--- src/rtl/fetch_queue_if.sv ---
// Fetch-queue handshake bundle between IF/instruction memory and ID.
// The master modport is the IF/ID side; the slave modport is the queue itself.
interface fetch_queue_if #(
  parameter int unsigned DEPTH = 4,
  parameter int unsigned PC_W  = 32,
  parameter int unsigned IW    = 32
);
  localparam int unsigned CW = $clog2(DEPTH) + 1;

  logic            if_valid;
  logic [PC_W-1:0] if_pc;
  logic [IW-1:0]   if_instr;
  logic            if_stall;
  logic            flush;
  logic            id_valid;
  logic [PC_W-1:0] id_pc;
  logic [IW-1:0]   id_instr;
  logic            id_ready;
  logic [CW-1:0]   count;

  modport master (
    output if_valid, if_pc, if_instr, flush, id_ready,
    input  if_stall, id_valid, id_pc, id_instr, count
  );

  modport slave (
    input  if_valid, if_pc, if_instr, flush, id_ready,
    output if_stall, id_valid, id_pc, id_instr, count
  );
endinterface

--- src/rtl/fetch_queue.sv ---
// Circular instruction fetch queue between IF and ID with flush and full back-pressure.
// Optional zero-latency empty-queue bypass is enabled by defining FETCH_QUEUE_BYPASS_EN.
module fetch_queue #(
  parameter int unsigned DEPTH = 4,
  parameter int unsigned PC_W  = 32,
  parameter int unsigned IW    = 32
) (
  input  logic          clk_cpu,
  input  logic          rst,
  fetch_queue_if.slave  bus
);
  localparam int unsigned AW = $clog2(DEPTH);
  localparam int unsigned CW = AW + 1;
  localparam logic [IW-1:0] Nop = IW'(32'h0000_0013);

  logic [PC_W-1:0] r_pc_mem    [DEPTH];
  logic [IW-1:0]   r_instr_mem [DEPTH];
  logic [AW-1:0]   r_wp;
  logic [AW-1:0]   r_rp;
  logic [CW-1:0]   r_count;

  logic w_full;
  logic w_empty;
  logic w_bypass;
  logic w_push;
  logic w_pop;
  logic w_id_valid;

  assign w_full  = (r_count == CW'(DEPTH));
  assign w_empty = (r_count == '0);

`ifdef FETCH_QUEUE_BYPASS_EN
  assign w_bypass = w_empty & bus.if_valid & ~bus.flush;
`else
  assign w_bypass = 1'b0;
`endif

  // A bypassed fetch that ID takes immediately never occupies a slot.
  assign w_push     = bus.if_valid & ~w_full & ~bus.flush & ~(w_bypass & bus.id_ready);
  assign w_pop      = ~w_empty & ~bus.flush & bus.id_ready;
  assign w_id_valid = (~w_empty & ~bus.flush) | w_bypass;

  assign bus.if_stall = w_full;
  assign bus.id_valid = w_id_valid;
  assign bus.count    = r_count;

  always_comb begin
    bus.id_pc    = '0;
    bus.id_instr = Nop;
    if (w_bypass) begin
      bus.id_pc    = bus.if_pc;
      bus.id_instr = bus.if_instr;
    end else if (w_id_valid) begin
      bus.id_pc    = r_pc_mem[r_rp];
      bus.id_instr = r_instr_mem[r_rp];
    end
  end

  // Storage is deliberately left unreset; only pointers and count define validity.
  always_ff @(posedge clk_cpu) begin
    if (w_push) begin
      r_pc_mem[r_wp]    <= bus.if_pc;
      r_instr_mem[r_wp] <= bus.if_instr;
    end
  end

  always_ff @(posedge clk_cpu or posedge rst) begin
    if (rst) begin
      r_wp    <= '0;
      r_rp    <= '0;
      r_count <= '0;
    end else if (bus.flush) begin
      r_wp    <= '0;
      r_rp    <= '0;
      r_count <= '0;
    end else begin
      if (w_push) r_wp <= r_wp + 1'b1;
      if (w_pop)  r_rp <= r_rp + 1'b1;
      unique case ({w_push, w_pop})
        2'b10:   r_count <= r_count + 1'b1;
        2'b01:   r_count <= r_count - 1'b1;
        default: r_count <= r_count;
      endcase
    end
  end
endmodule

--- src/flat_wrapper.sv ---
// flat-port wrapper written by rule: the top's interface ports become plain ports
module fetch_queue_flat 
#(
  parameter int unsigned DEPTH = 4,
  parameter int unsigned PC_W  = 32,
  parameter int unsigned IW    = 32
)
  (clk_cpu, rst, bus_if_valid, bus_if_pc, bus_if_instr, bus_flush, bus_id_ready, bus_if_stall, bus_id_valid, bus_id_pc, bus_id_instr, bus_count);
  fetch_queue_if #(.DEPTH(DEPTH), .PC_W(PC_W), .IW(IW)) bus_i ();
  input  logic clk_cpu;
  input  logic rst;
  input wire logic [$bits(bus_i.if_valid)-1:0] bus_if_valid;
  input wire logic [$bits(bus_i.if_pc)-1:0] bus_if_pc;
  input wire logic [$bits(bus_i.if_instr)-1:0] bus_if_instr;
  input wire logic [$bits(bus_i.flush)-1:0] bus_flush;
  input wire logic [$bits(bus_i.id_ready)-1:0] bus_id_ready;
  output wire logic [$bits(bus_i.if_stall)-1:0] bus_if_stall;
  output wire logic [$bits(bus_i.id_valid)-1:0] bus_id_valid;
  output wire logic [$bits(bus_i.id_pc)-1:0] bus_id_pc;
  output wire logic [$bits(bus_i.id_instr)-1:0] bus_id_instr;
  output wire logic [$bits(bus_i.count)-1:0] bus_count;
  assign bus_i.if_valid = bus_if_valid;
  assign bus_i.if_pc = bus_if_pc;
  assign bus_i.if_instr = bus_if_instr;
  assign bus_i.flush = bus_flush;
  assign bus_i.id_ready = bus_id_ready;
  assign bus_if_stall = bus_i.if_stall;
  assign bus_id_valid = bus_i.id_valid;
  assign bus_id_pc = bus_i.id_pc;
  assign bus_id_instr = bus_i.id_instr;
  assign bus_count = bus_i.count;
  fetch_queue #(.DEPTH(DEPTH), .PC_W(PC_W), .IW(IW)) u_core (.clk_cpu(clk_cpu), .rst(rst), .bus(bus_i));
endmodule
--- config.mk ---
export PLATFORM = sky130hd
export DESIGN_NAME = fetch_queue_flat
export DESIGN_NICKNAME = d
export VERILOG_FILES = /design/src/rtl/fetch_queue_if.sv /design/src/rtl/fetch_queue.sv /design/src/flat_wrapper.sv
export SDC_FILE = /design/constraint.sdc
export NUM_CORES = 1
export LEC_CHECK = 0
export CORE_AREA = 2 2 137 139
export CTS_BUF_LIST = sky130_fd_sc_hd__clkbuf_4 sky130_fd_sc_hd__clkbuf_8
export DETAILED_ROUTE_END_ITERATION = 12
export DIE_AREA = 0 0 139 141
export PLACE_DENSITY = 0.82
export SYNTH_ARGS = -nofsm -noshare
export SYNTH_HDL_FRONTEND = slang
export SYNTH_SLANG_ARGS = --single-unit
--- constraint.sdc ---
create_clock -name clk_cpu -period 3.9 [get_ports clk_cpu]
set_input_delay 0.78 -clock clk_cpu [delete_from_list [all_inputs] [get_ports clk_cpu]]
set_output_delay 0.78 -clock clk_cpu [all_outputs]
set_load 0.01 [all_outputs]
==> impl_metrics.env, run 1 <==
export IMPL_result_of_the_run="complete, no violations"
export IMPL_routedWlPerCell_um=21.48
export IMPL_worst_path_max_delay_cell="dfrtp_4"
export IMPL_core_area_mm2=0.01827
export IMPL_cellPowerDensity_mw_per_mm2=499.8
export IMPL_netlist_area_mm2=0.01023
export IMPL_cts_root_buf="clkbuf_8"
export IMPL_timing_critical_path_to="bus_id_instr[3]"
export IMPL_grt_ovf=0
export IMPL_grt_max_degree=41
export IMPL_synth_top_cell_by_area="edfxtp_1"
export IMPL_hold_path_class="input pin to asynchronous set/reset pin"
export IMPL_setup_worst_path_end_class="output port"
export IMPL_worstReg2RegEnd="u_core.r_instr_mem[0][20]$_DFFE_PP_"
export IMPL_antenna_violating_nets_post_route=0
export IMPL_post_cts_buffers=0
export IMPL_instances_no_fill=906
export IMPL_htree_num_levels=2
export IMPL_worstPathMaxFanout=24
export IMPL_start_util_pct=55.99
export IMPL_synthCells=471
export IMPL_fin_worst_skew_ns=0.01176
export IMPL_critPathRequiredTime_ns=3.12
export IMPL_routed_wirelength_mm=19.47
export IMPL_startpoint="u_core.r_rp[0]$_DFFE_PP0P_"
export IMPL_achievable_frequency_mhz=280.3
export IMPL_final_period_minus_worst_setup_slack_ns=3.567
export IMPL_synth_seq_area_share_pct=76.87
export IMPL_hpwl_mm=11.71
export IMPL_antenna_found_initial=1
export IMPL_synthTopCellsByArea="edfxtp_1 75%, mux4_2 14%, and2_1 4.0%"
export IMPL_num_clock_sinks=263
export IMPL_reg2reg_from="u_core.bus.count[0]$_DFFE_PP0P_"
export IMPL_r2r_worst_path_cells=4
export IMPL_remaining_drc_errors=0
export IMPL_clk_path_buf_depth=3
export IMPL_arrival_ns=2.79
export IMPL_syn_area_per_cell_um2=21.72
export IMPL_worst_r2r_setup_slack_ns=1.45
export IMPL_synth_seq_cells=263
export IMPL_vias_per_cell=5.680
export IMPL_share_of_layout_cells_above_drive_strength_1_pct=22.80
export IMPL_cts_made_buffers=42
export IMPL_tightestPinTransition_ns=0.7331
export IMPL_worst_slew_margin_relative_to_its_limit_pct=51.02
export IMPL_timing_max_transition_violations_final=0
export IMPL_grt_pass1_vias=5560
export IMPL_areaGrowthSynthToFinish_pct=25.17
export IMPL_netlist_cell_type_count=35
export IMPL_design_die_area_mm2=0.01960
export IMPL_cts_tree="yes"
export IMPL_post_place_cells=834
export IMPL_final_nets=718
export IMPL_floorplan_die_height_um=141
export IMPL_number_of_buffers_added_to_fix_hold_violations_after_cts=0
export IMPL_port_buffer_count=137
export IMPL_total_number_of_cells_along_the_worst_setup_path=4
export IMPL_setup_repair_after_global_routing_missed_its_margin="no"
export IMPL_detail_route_iter0_violations=304
export IMPL_peakVddDrop_mv=0.4094
export IMPL_insertion_delay_ns=0.52
export IMPL_finalSetupViolations=0
export IMPL_slowest_delay_ns=0.77
export IMPL_timing_worst_setup_path_type="flip-flop to output port"
export IMPL_worst_path_buf_inv=2
export IMPL_vias=5146
export IMPL_final_setup_tns_ns=0
export IMPL_die_x_um=139
export IMPL_synth_largest_type_area_fraction_pct=75.16
export IMPL_finalCritPeriodShare_pct=91.47
export IMPL_power_leakage_uw=0.004132
export IMPL_first_pass_iters=6
export IMPL_grt_usage_pct=20.29
export IMPL_maxCapViolations=0
export IMPL_cts_resized_gates=0
export IMPL_number_of_warnings_printed_during_yosys_synthesis=0
export IMPL_cts_clk_slew_worst_paths_ns=0.06
export IMPL_grt_pass1_wl_mm=30.38
export IMPL_final_weighted_congestion_in_routability_driven_placement=0.7745
export IMPL_cp_cell_sequence="buf_4 -> mux4_2 -> and2_1 -> clkdlybuf4s50_1"
export IMPL_finalHoldViolations=0
export IMPL_std_cell_rows=50
export IMPL_critical_path_top_delay_family="flip-flops"
export IMPL_postSynthNetCount=545
export IMPL_cp_start_kind="flip-flop"
export IMPL_ioPinCount=138
-- cell type report --
| cell class | count | area (um^2) |
|---|---|---|
| diodes | 1 | 2.502 |
| clock buffers | 59 | 724.4 |
| clock inverters | 12 | 97.59 |
| fillers | 1125 | 5464 |
| inverters | 6 | 22.52 |
| multi-input cells | 176 | 2212 |
| flip-flops and latches | 263 | 7870 |
| well taps | 234 | 292.8 |
| repair buffers | 155 | 1582 |
-- sequential cells by signal, indices dropped and copies added (netlist names) --
register,cells
u_core.r_rp,2
u_core.r_pc_mem,128
u_core.r_instr_mem,128
u_core.bus.count,3
u_core.r_wp,2
-- power breakdown --
| group | total [uW] | switching, uW | internal [uW] |
|---|---|---|---|
| registers | 3270 | 74.2 | 3200 |
| clock network | 2300 | 978 | 1320 |
| logic | 831 | 346 | 484 |
-- Yosys cell counts --
cell       instances
edfxtp_1         256
and2_1            66
mux4_2            64
buf_2             11
clkbuf_1           9
dfrtp_1            7
inv_1              6
buf_6              5
nor2_1             5
ha_1               4
o21ai_0            4
or3_1              4
a21oi_1            3
nand3_1            2
nand3b_1           2
nor3b_1            2
o22ai_1            2
xor2_1             2
a211oi_1           1
a221oi_1           1
a22oi_1            1
and3_1             1
buf_1              1
fa_1               1
mux2_2             1
nand2b_1           1
nor3_1             1
nor3_2             1
o2111ai_1          1
o21a_1             1
o311ai_0           1
o31ai_1            1
o41ai_1            1
or3b_2             1
xnor2_1            1
-- worst min path at each step --
stage	end	from	slack (ns)
after CTS	u_core.r_rp[0]$_DFFE_PP0P_	rst	0.49
after floorplan	u_core.r_wp[1]$_DFFE_PP0P_	u_core.r_wp[1]$_DFFE_PP0P_	0.56
after detailed placement	u_core.r_wp[1]$_DFFE_PP0P_	u_core.r_wp[1]$_DFFE_PP0P_	0.61
after global placement	u_core.r_wp[1]$_DFFE_PP0P_	u_core.r_wp[1]$_DFFE_PP0P_	0.57
after global routing	u_core.r_rp[0]$_DFFE_PP0P_	rst	0.54
final	u_core.r_rp[0]$_DFFE_PP0P_	rst	0.51
-- routing by layer --
layer / track usage (%) / up-vias / part of all wire (%)
met1: 28.09 / 2649 / 43
li1: - / 2268 / -
met5: 0 / - / 0
met3: 5.163 / 35 / 6.9
met4: 6.220 / 0 / 1.9
met2: 32.59 / 194 / 48
-- cell families (layout without fill, tap and decap cells) --
| kind of cell | count (synthesis) | count (layout) | share of synthesized area (%) |
|---|---|---|---|
| DFF | 263 | 263 | 76.87 |
| and+or+nand+nor | 86 | 86 | 5.211 |
| muxes | 65 | 65 | 14.20 |
| buffers and inverters | 32 | 232 | 1.676 |
| AOI/OAI and AO/OA | 17 | 17 | 1.101 |
| adders and majority gates | 5 | 5 | 0.6850 |
| xor gates and xnor gates | 3 | 3 | 0.2569 |
| other | 0 | 1 | 0 |
-- layout by cell type, fill, tap and decap left out, types with 2 or more instances in the layout --
cell / count
a21oi_1: 3
and2_1: 62
and2_4: 4
buf_12: 6
buf_4: 12
bufinv_16: 2
clkbuf_4: 14
clkbuf_8: 45
clkdlybuf4s50_1: 137
clkinv_1: 10
dfrtp_1: 5
dfrtp_4: 2
edfxtp_1: 256
ha_1: 4
inv_1: 6
mux4_2: 64
nand3_1: 2
nand3b_1: 2
nor2_1: 4
nor3b_1: 2
o21ai_0: 4
o22ai_1: 2
or3_1: 4
xor2_1: 2
-- stage by stage --
step	worst slack [ns]	hold WS (ns)	util [%]	cell area [um^2]	total power, uW
after global placement	0.6624	0.5730	65.58	11980	4140
after CTS	0.2604	0.4856	70.08	12800	6471
after global routing	0.1632	0.5370	70.08	12800	6645
after floorplan	0.8488	0.5606	-	10230	3784
final	0.3327	0.5146	70.09	12800	6400
after detailed placement	0.6205	0.6072	65.58	11980	4170
Note: power is estimated with default switching activity, not from simulation.
==> inputs of run 2 (changes only) <==
==> constraint.sdc (replaced) <==
create_clock -name clk_cpu -period 3.5 [get_ports clk_cpu]
set_input_delay 0.7 -clock clk_cpu [delete_from_list [all_inputs] [get_ports clk_cpu]]
set_output_delay 0.7 -clock clk_cpu [all_outputs]
set_load 0.005 [all_outputs]
==> run 2 against run 1 <==
  * Combinational power is 14% higher
  * Largest cell class unchanged
  * Critical endpoint is now bus_id_instr[21]
  * First-iteration DRC count up 3.3%
  * Utilization is 0.32 points higher
  * Register-to-register slack worse by 0.24 ns
  * Count of clock-buffer cells in the layout decreased by 10
  * Global-route usage decreased by 0.67 points
  * Non-clock buffer count is 7 higher
  * Clock skew increased by 0.024 ns
  * Setup slack got worse by 0.045 ns
  * Final area is 0.45% higher
==> impl_metrics.env, run 2 (same netlist as run 1, synthesis figures left out) <==
export IMPL_final_nets=724
export IMPL_start_util_pct=55.99
export IMPL_mostFrequentLayoutCells="256 x edfxtp_1, 137 x clkdlybuf4s50_1, 64 x mux4_2"
export IMPL_critPathRequiredTime_ns=2.80
export IMPL_antenna_violating_nets_post_route=0
export IMPL_timing_max_transition_violations_final=0
export IMPL_cellInternalPower_uw=5413
export IMPL_ioPinCount=138
export IMPL_cts_resized_gates=0
export IMPL_cp_cell_sequence="buf_4 -> mux4_2 -> and2_1 -> clkdlybuf4s50_1"
export IMPL_slowest_delay_ns=0.73
export IMPL_core_area_mm2=0.01827
export IMPL_port_buffer_count=137
export IMPL_power_share_combinational_pct=13.7
export IMPL_cts_clk_slew_worst_paths_ns=0.06
export IMPL_swShare_pct=22.04
export IMPL_vias_per_cell=5.598
export IMPL_peakVddDrop_mv=0.3630
export IMPL_num_clock_sinks=263
export IMPL_grt_ovf=0
export IMPL_antenna_found_initial=1
export IMPL_detail_route_iter0_violations=314
export IMPL_std_cell_rows=50
export IMPL_arrival_ns=2.51
export IMPL_clk_path_buf_depth=3
export IMPL_hold_path_class="input pin to asynchronous set/reset pin"
export IMPL_number_of_buffers_added_to_fix_hold_violations_after_cts=0
export IMPL_setup_repair_after_global_routing_missed_its_margin="no"
export IMPL_vias=5117
export IMPL_power_share_sequential_pct=52.1
export IMPL_placement_setup_worst_slack_ns=0.5019
export IMPL_floorplan_die_height_um=141
export IMPL_layout_commonest_cell="edfxtp_1"
export IMPL_cts_made_buffers=41
export IMPL_worstReg2RegEnd="u_core.r_pc_mem[3][17]$_DFFE_PP_"
export IMPL_design_die_area_mm2=0.01960
export IMPL_power_leakage_uw=0.004156
export IMPL_routedWlPerCell_um=20.85
export IMPL_tightestPinTransition_ns=0.7074
export IMPL_finalHoldViolations=0
export IMPL_hpwl_mm=11.82
export IMPL_grt_pass1_wl_mm=29.30
export IMPL_final_setup_tns_ns=0
export IMPL_finalSetupViolations=0
export IMPL_result_of_the_run="complete, no violations"
export IMPL_worstPathMaxFanout=32
export IMPL_areaGrowthSynthToFinish_pct=25.74
export IMPL_cp_start_kind="flip-flop"
export IMPL_fin_worst_skew_ns=0.03531
export IMPL_grt_pass1_vias=5396
export IMPL_share_of_layout_cells_above_drive_strength_1_pct=23.24
export IMPL_insertion_delay_ns=0.53
export IMPL_r2r_worst_path_cells=4
export IMPL_final_weighted_congestion_in_routability_driven_placement=0.7501
export IMPL_maxCapViolations=0
export IMPL_total_switching_power_uw=1530
export IMPL_setup_slack_ns=0.2881
export IMPL_portion_of_total_power_attributed_to_the_clock_network_pct=34.2
export IMPL_worst_r2r_setup_slack_ns=1.21
export IMPL_first_pass_iters=4
export IMPL_routed_wirelength_mm=19.05
export IMPL_cts_root_buf="clkbuf_8"
export IMPL_timing_worst_setup_path_type="flip-flop to output port"
export IMPL_final_period_minus_worst_setup_slack_ns=3.212
export IMPL_finalCritPeriodShare_pct=91.77
export IMPL_remaining_drc_errors=0
export IMPL_worst_slew_margin_relative_to_its_limit_pct=52.74
export IMPL_grt_usage_pct=19.62
export IMPL_htree_num_levels=2
export IMPL_achievable_frequency_mhz=311.3
export IMPL_grt_max_degree=64
export IMPL_stdcell_area_mm2=0.01286
export IMPL_die_x_um=139
export IMPL_detailed_place_area_mm2=0.01204
export IMPL_cts_tree="yes"
export IMPL_reg2reg_from="u_core.bus.count[2]$_DFFE_PP0P_"
export IMPL_insertedDiodeCount=0
export IMPL_setup_worst_path_end_class="output port"
export IMPL_worst_path_max_delay_cell="dfrtp_4"
export IMPL_post_cts_buffers=6
export IMPL_cellPowerDensity_mw_per_mm2=539.9
==> run 2: cell types whose count changed in the layout (fill, tap and decap cells not counted), sizes merged <==
cell / change
clkinvlp: +1
buf: +7
clkbuf: -10
diode: -1
clkinv: +12
bufinv: -1
==> run 2: worst max-delay path by stage <==
stage	from	to	slack (ns)
3_5_place_dp	bus_flush	bus_id_instr[25]	0.50
6_report	u_core.r_rp[1]$_DFFE_PP0P_	bus_id_instr[21]	0.29
2_1_floorplan	bus_if_valid	u_core.r_instr_mem[0][0]$_DFFE_PP_	0.53
4_1_cts	u_core.r_rp[1]$_DFFE_PP0P_	bus_id_instr[21]	0.22
3_3_place_gp	bus_flush	bus_id_instr[25]	0.53
5_1_grt	u_core.r_rp[1]$_DFFE_PP0P_	bus_id_pc[1]	0.14
==> run 2: per-stage QoR <==
stage               std cells  power (uW)  hold WS (ns)  util (%)
CTS                       914        7009        0.4188     70.40
finish                    914        6943        0.4573     70.40
global placement          835        4583        0.5759     65.89
floorplan                 471        4180        0.5034         -
global route              914        7207        0.4620     70.40
detailed placement        835        4617        0.6197     65.89
==> run 2: critical path, delay by kind of cell, from the launching register on <==
kind,cells,cell delay (ns)
buf+inv,2,0.75
flops,1,0.73
mux,1,0.34
simple gates,1,0.17
==> run 2: final cells by class <==
type                    count  area, um^2
flip-flops and latches    263        7870
fillers                  1111        5406
multi-input cells         176        2212
repair buffers            162        1697
clock buffers              49       636.9
well taps                 234       292.8
clock inverters            24       130.1
inverters                   6       22.52
==> run 2: metal layers <==
metal  part of all wire, %  wire length (um)  GRT usage, %  vias up
li1                      -                 -             -     2278
met1                    43              8168         27.06     2626
met2                    49              9332         31.76      185
met3                   6.6              1264         5.095       28
met4                   1.5               289         5.529        0
met5                     0                 0             0        -
==> run 2: power groups by stage <==
| stage | sequential [uW] | clock [uW] | combinational, uW |
|---|---|---|---|
| after floorplan | 3650 | 0 | 525 |
| after global placement | 3690 | 0 | 888 |
| after detailed placement | 3710 | 0 | 911 |
| after CTS | 3620 | 2420 | 967 |
| after global routing | 3630 | 2550 | 1020 |
| final | 3620 | 2370 | 950 |
==> inputs of run 3 (changes only) <==
Settings changed: ABC_CLOCK_PERIOD_IN_PS set to 3500, CORE_AREA 2 2 137 139 to 3 3 138 140, DIE_AREA 0 0 139 141 to 0 0 141 143.
==> run 3 against run 2 <==
  * First-iteration DRC count grew 20%
  * Combinational power shrank 4.0%
  * Clock skew shrank 0.022 ns
  * Final area shrank 0.92%
  * Routed wire length grew 0.59%
  * Total power is essentially flat
==> impl_metrics.env, run 3 (same netlist as run 1, synthesis figures left out) <==
export IMPL_insertedDiodeCount=0
export IMPL_share_of_layout_cells_above_drive_strength_1_pct=22.14
export IMPL_hold_path_class="input pin to asynchronous set/reset pin"
export IMPL_grt_max_degree=64
export IMPL_vias=5102
export IMPL_first_pass_iters=4
export IMPL_floorplan_die_height_um=143
export IMPL_layout_commonest_cell="edfxtp_1"
export IMPL_core_area_mm2=0.01796
export IMPL_cts_tree="yes"
export IMPL_port_buffer_count=137
export IMPL_finalCritPeriodShare_pct=95.80
export IMPL_finalSetupViolations=0
export IMPL_achievable_frequency_mhz=298.2
export IMPL_cts_made_buffers=41
export IMPL_routedWlPerCell_um=21.46
export IMPL_routed_wirelength_mm=19.17
export IMPL_start_util_pct=56.94
export IMPL_cts_root_buf="clkbuf_8"
export IMPL_mostFrequentLayoutCells="256 x edfxtp_1, 137 x clkdlybuf4s50_1, 64 x mux4_2"
export IMPL_clk_path_buf_depth=3
export IMPL_htree_num_levels=2
export IMPL_ioPinCount=138
export IMPL_std_cell_rows=49
export IMPL_setup_repair_after_global_routing_missed_its_margin="no"
export IMPL_finalHoldViolations=0
export IMPL_insertion_delay_ns=0.51
export IMPL_final_period_minus_worst_setup_slack_ns=3.353
export IMPL_total_power_uw=6943
export IMPL_design_die_area_mm2=0.02016
export IMPL_timing_worst_setup_path_type="flip-flop to output port"
export IMPL_result_of_the_run="complete, no violations"
export IMPL_maxCapViolations=0
export IMPL_vias_per_cell=5.713
export IMPL_num_clock_sinks=263
export IMPL_cellPowerDensity_mw_per_mm2=544.8
export IMPL_arrival_ns=2.65
export IMPL_areaGrowthSynthToFinish_pct=24.57
export IMPL_timing_max_transition_violations_final=0
export IMPL_multi_input_area_mm2=0.002212
export IMPL_cts_clk_slew_worst_paths_ns=0.06
export IMPL_final_setup_tns_ns=0
export IMPL_seq_area_mm2=0.007870
export IMPL_worst_slew_margin_relative_to_its_limit_pct=51.87
export IMPL_grt_ovf=0
export IMPL_critPathRequiredTime_ns=2.80
export IMPL_remaining_drc_errors=0
export IMPL_setup_worst_path_end_class="output port"
export IMPL_tightestPinTransition_ns=0.7204
export IMPL_antenna_violating_nets_post_route=0
export IMPL_fillers=1096
export IMPL_grt_pass1_vias=5527
export IMPL_hpwl_mm=11.44
export IMPL_grt_pass1_wl_mm=30.46
export IMPL_number_of_buffers_added_to_fix_hold_violations_after_cts=0
export IMPL_antenna_found_initial=1
export IMPL_worstPathMaxFanout=21
export IMPL_power_leakage_uw=0.004081
export IMPL_cp_start_kind="flip-flop"
export IMPL_fin_worst_skew_ns=0.01374
export IMPL_detail_route_iter0_violations=377
export IMPL_final_weighted_congestion_in_routability_driven_placement=0.7134
export IMPL_peakVddDrop_mv=0.4541
export IMPL_final_nets=714
export IMPL_grt_usage_pct=19.76
export IMPL_die_x_um=141
run 3: report_power, final:
group	switching, uW	total [uW]	leakage, uW	internal [uW]
logic	369	912	0.00128	543
clock network	1080	2400	0.000391	1330
registers	60.6	3630	0.00242	3570
total	1510	6940	0.00408	5440
run 3: cell type report:
class / count / share of cell area [%]
Tap cell: 229 / 2.249
Clock inverter: 17 / 1.031
Timing Repair Buffer: 152 / 12.46
Inverter: 6 / 0.1767
Sequential cell: 263 / 61.76
Clock buffer: 50 / 4.959
Multi-Input combinational cell: 176 / 17.36
run 3: per-stage QoR:
stage	instance area, um^2	worst slack (ns)	utilization (%)	hold WS [ns]	cells
2_1_floorplan	10230	0.5288	-	0.5034	471
3_3_place_gp	11980	0.4910	66.66	0.5820	826
3_5_place_dp	11980	0.4866	66.66	0.6168	826
4_1_cts	12740	0.02162	70.91	0.4093	893
5_1_grt	12740	0.02043	70.93	0.4290	893
6_report	12740	0.1470	70.93	0.4301	893
run 3: critical path: stages, from the launching register on:
cell	delay [ns]
dfrtp_4	0.57
buf_12	0.25
mux4_2	0.54
or3_1	0.31
clkdlybuf4s50_1	0.45
run 3: final timing paths:
path                                                 start                               end  slack [ns]  cells past startpoint
setup / recovery                u_core.r_rp[0]$_DFFE_PP0P_                   bus_id_instr[4]        0.15                      4
hold / removal                                         rst        u_core.r_rp[1]$_DFFE_PP0P_        0.43                      2
setup reg to reg           u_core.bus.count[0]$_DFFE_PP0P_  u_core.r_pc_mem[3][30]$_DFFE_PP_        1.14                      4
hold reg to reg                 u_core.r_wp[1]$_DFFE_PP0P_        u_core.r_wp[1]$_DFFE_PP0P_        0.63                      2
max in group asynchronous                              rst        u_core.r_rp[0]$_DFFE_PP0P_        2.80                      2
min in group clk_cpu            u_core.r_wp[1]$_DFFE_PP0P_        u_core.r_wp[1]$_DFFE_PP0P_        0.63                      2
run 3: repair_timing:
action	4_1_cts	5_1_grt
setup buffers	0	0
gates resized for setup	0	1
setup endpoints to repair	0	13
hold endpoints to repair	0	0
run 3: metal layers:
metal,track usage [%],vias up,routed length [um]
li1,-,2256,-
met1,26.89,2614,7651
met2,32.11,195,9712
met3,5.727,35,1452
met4,5.303,2,334
met5,0,-,13
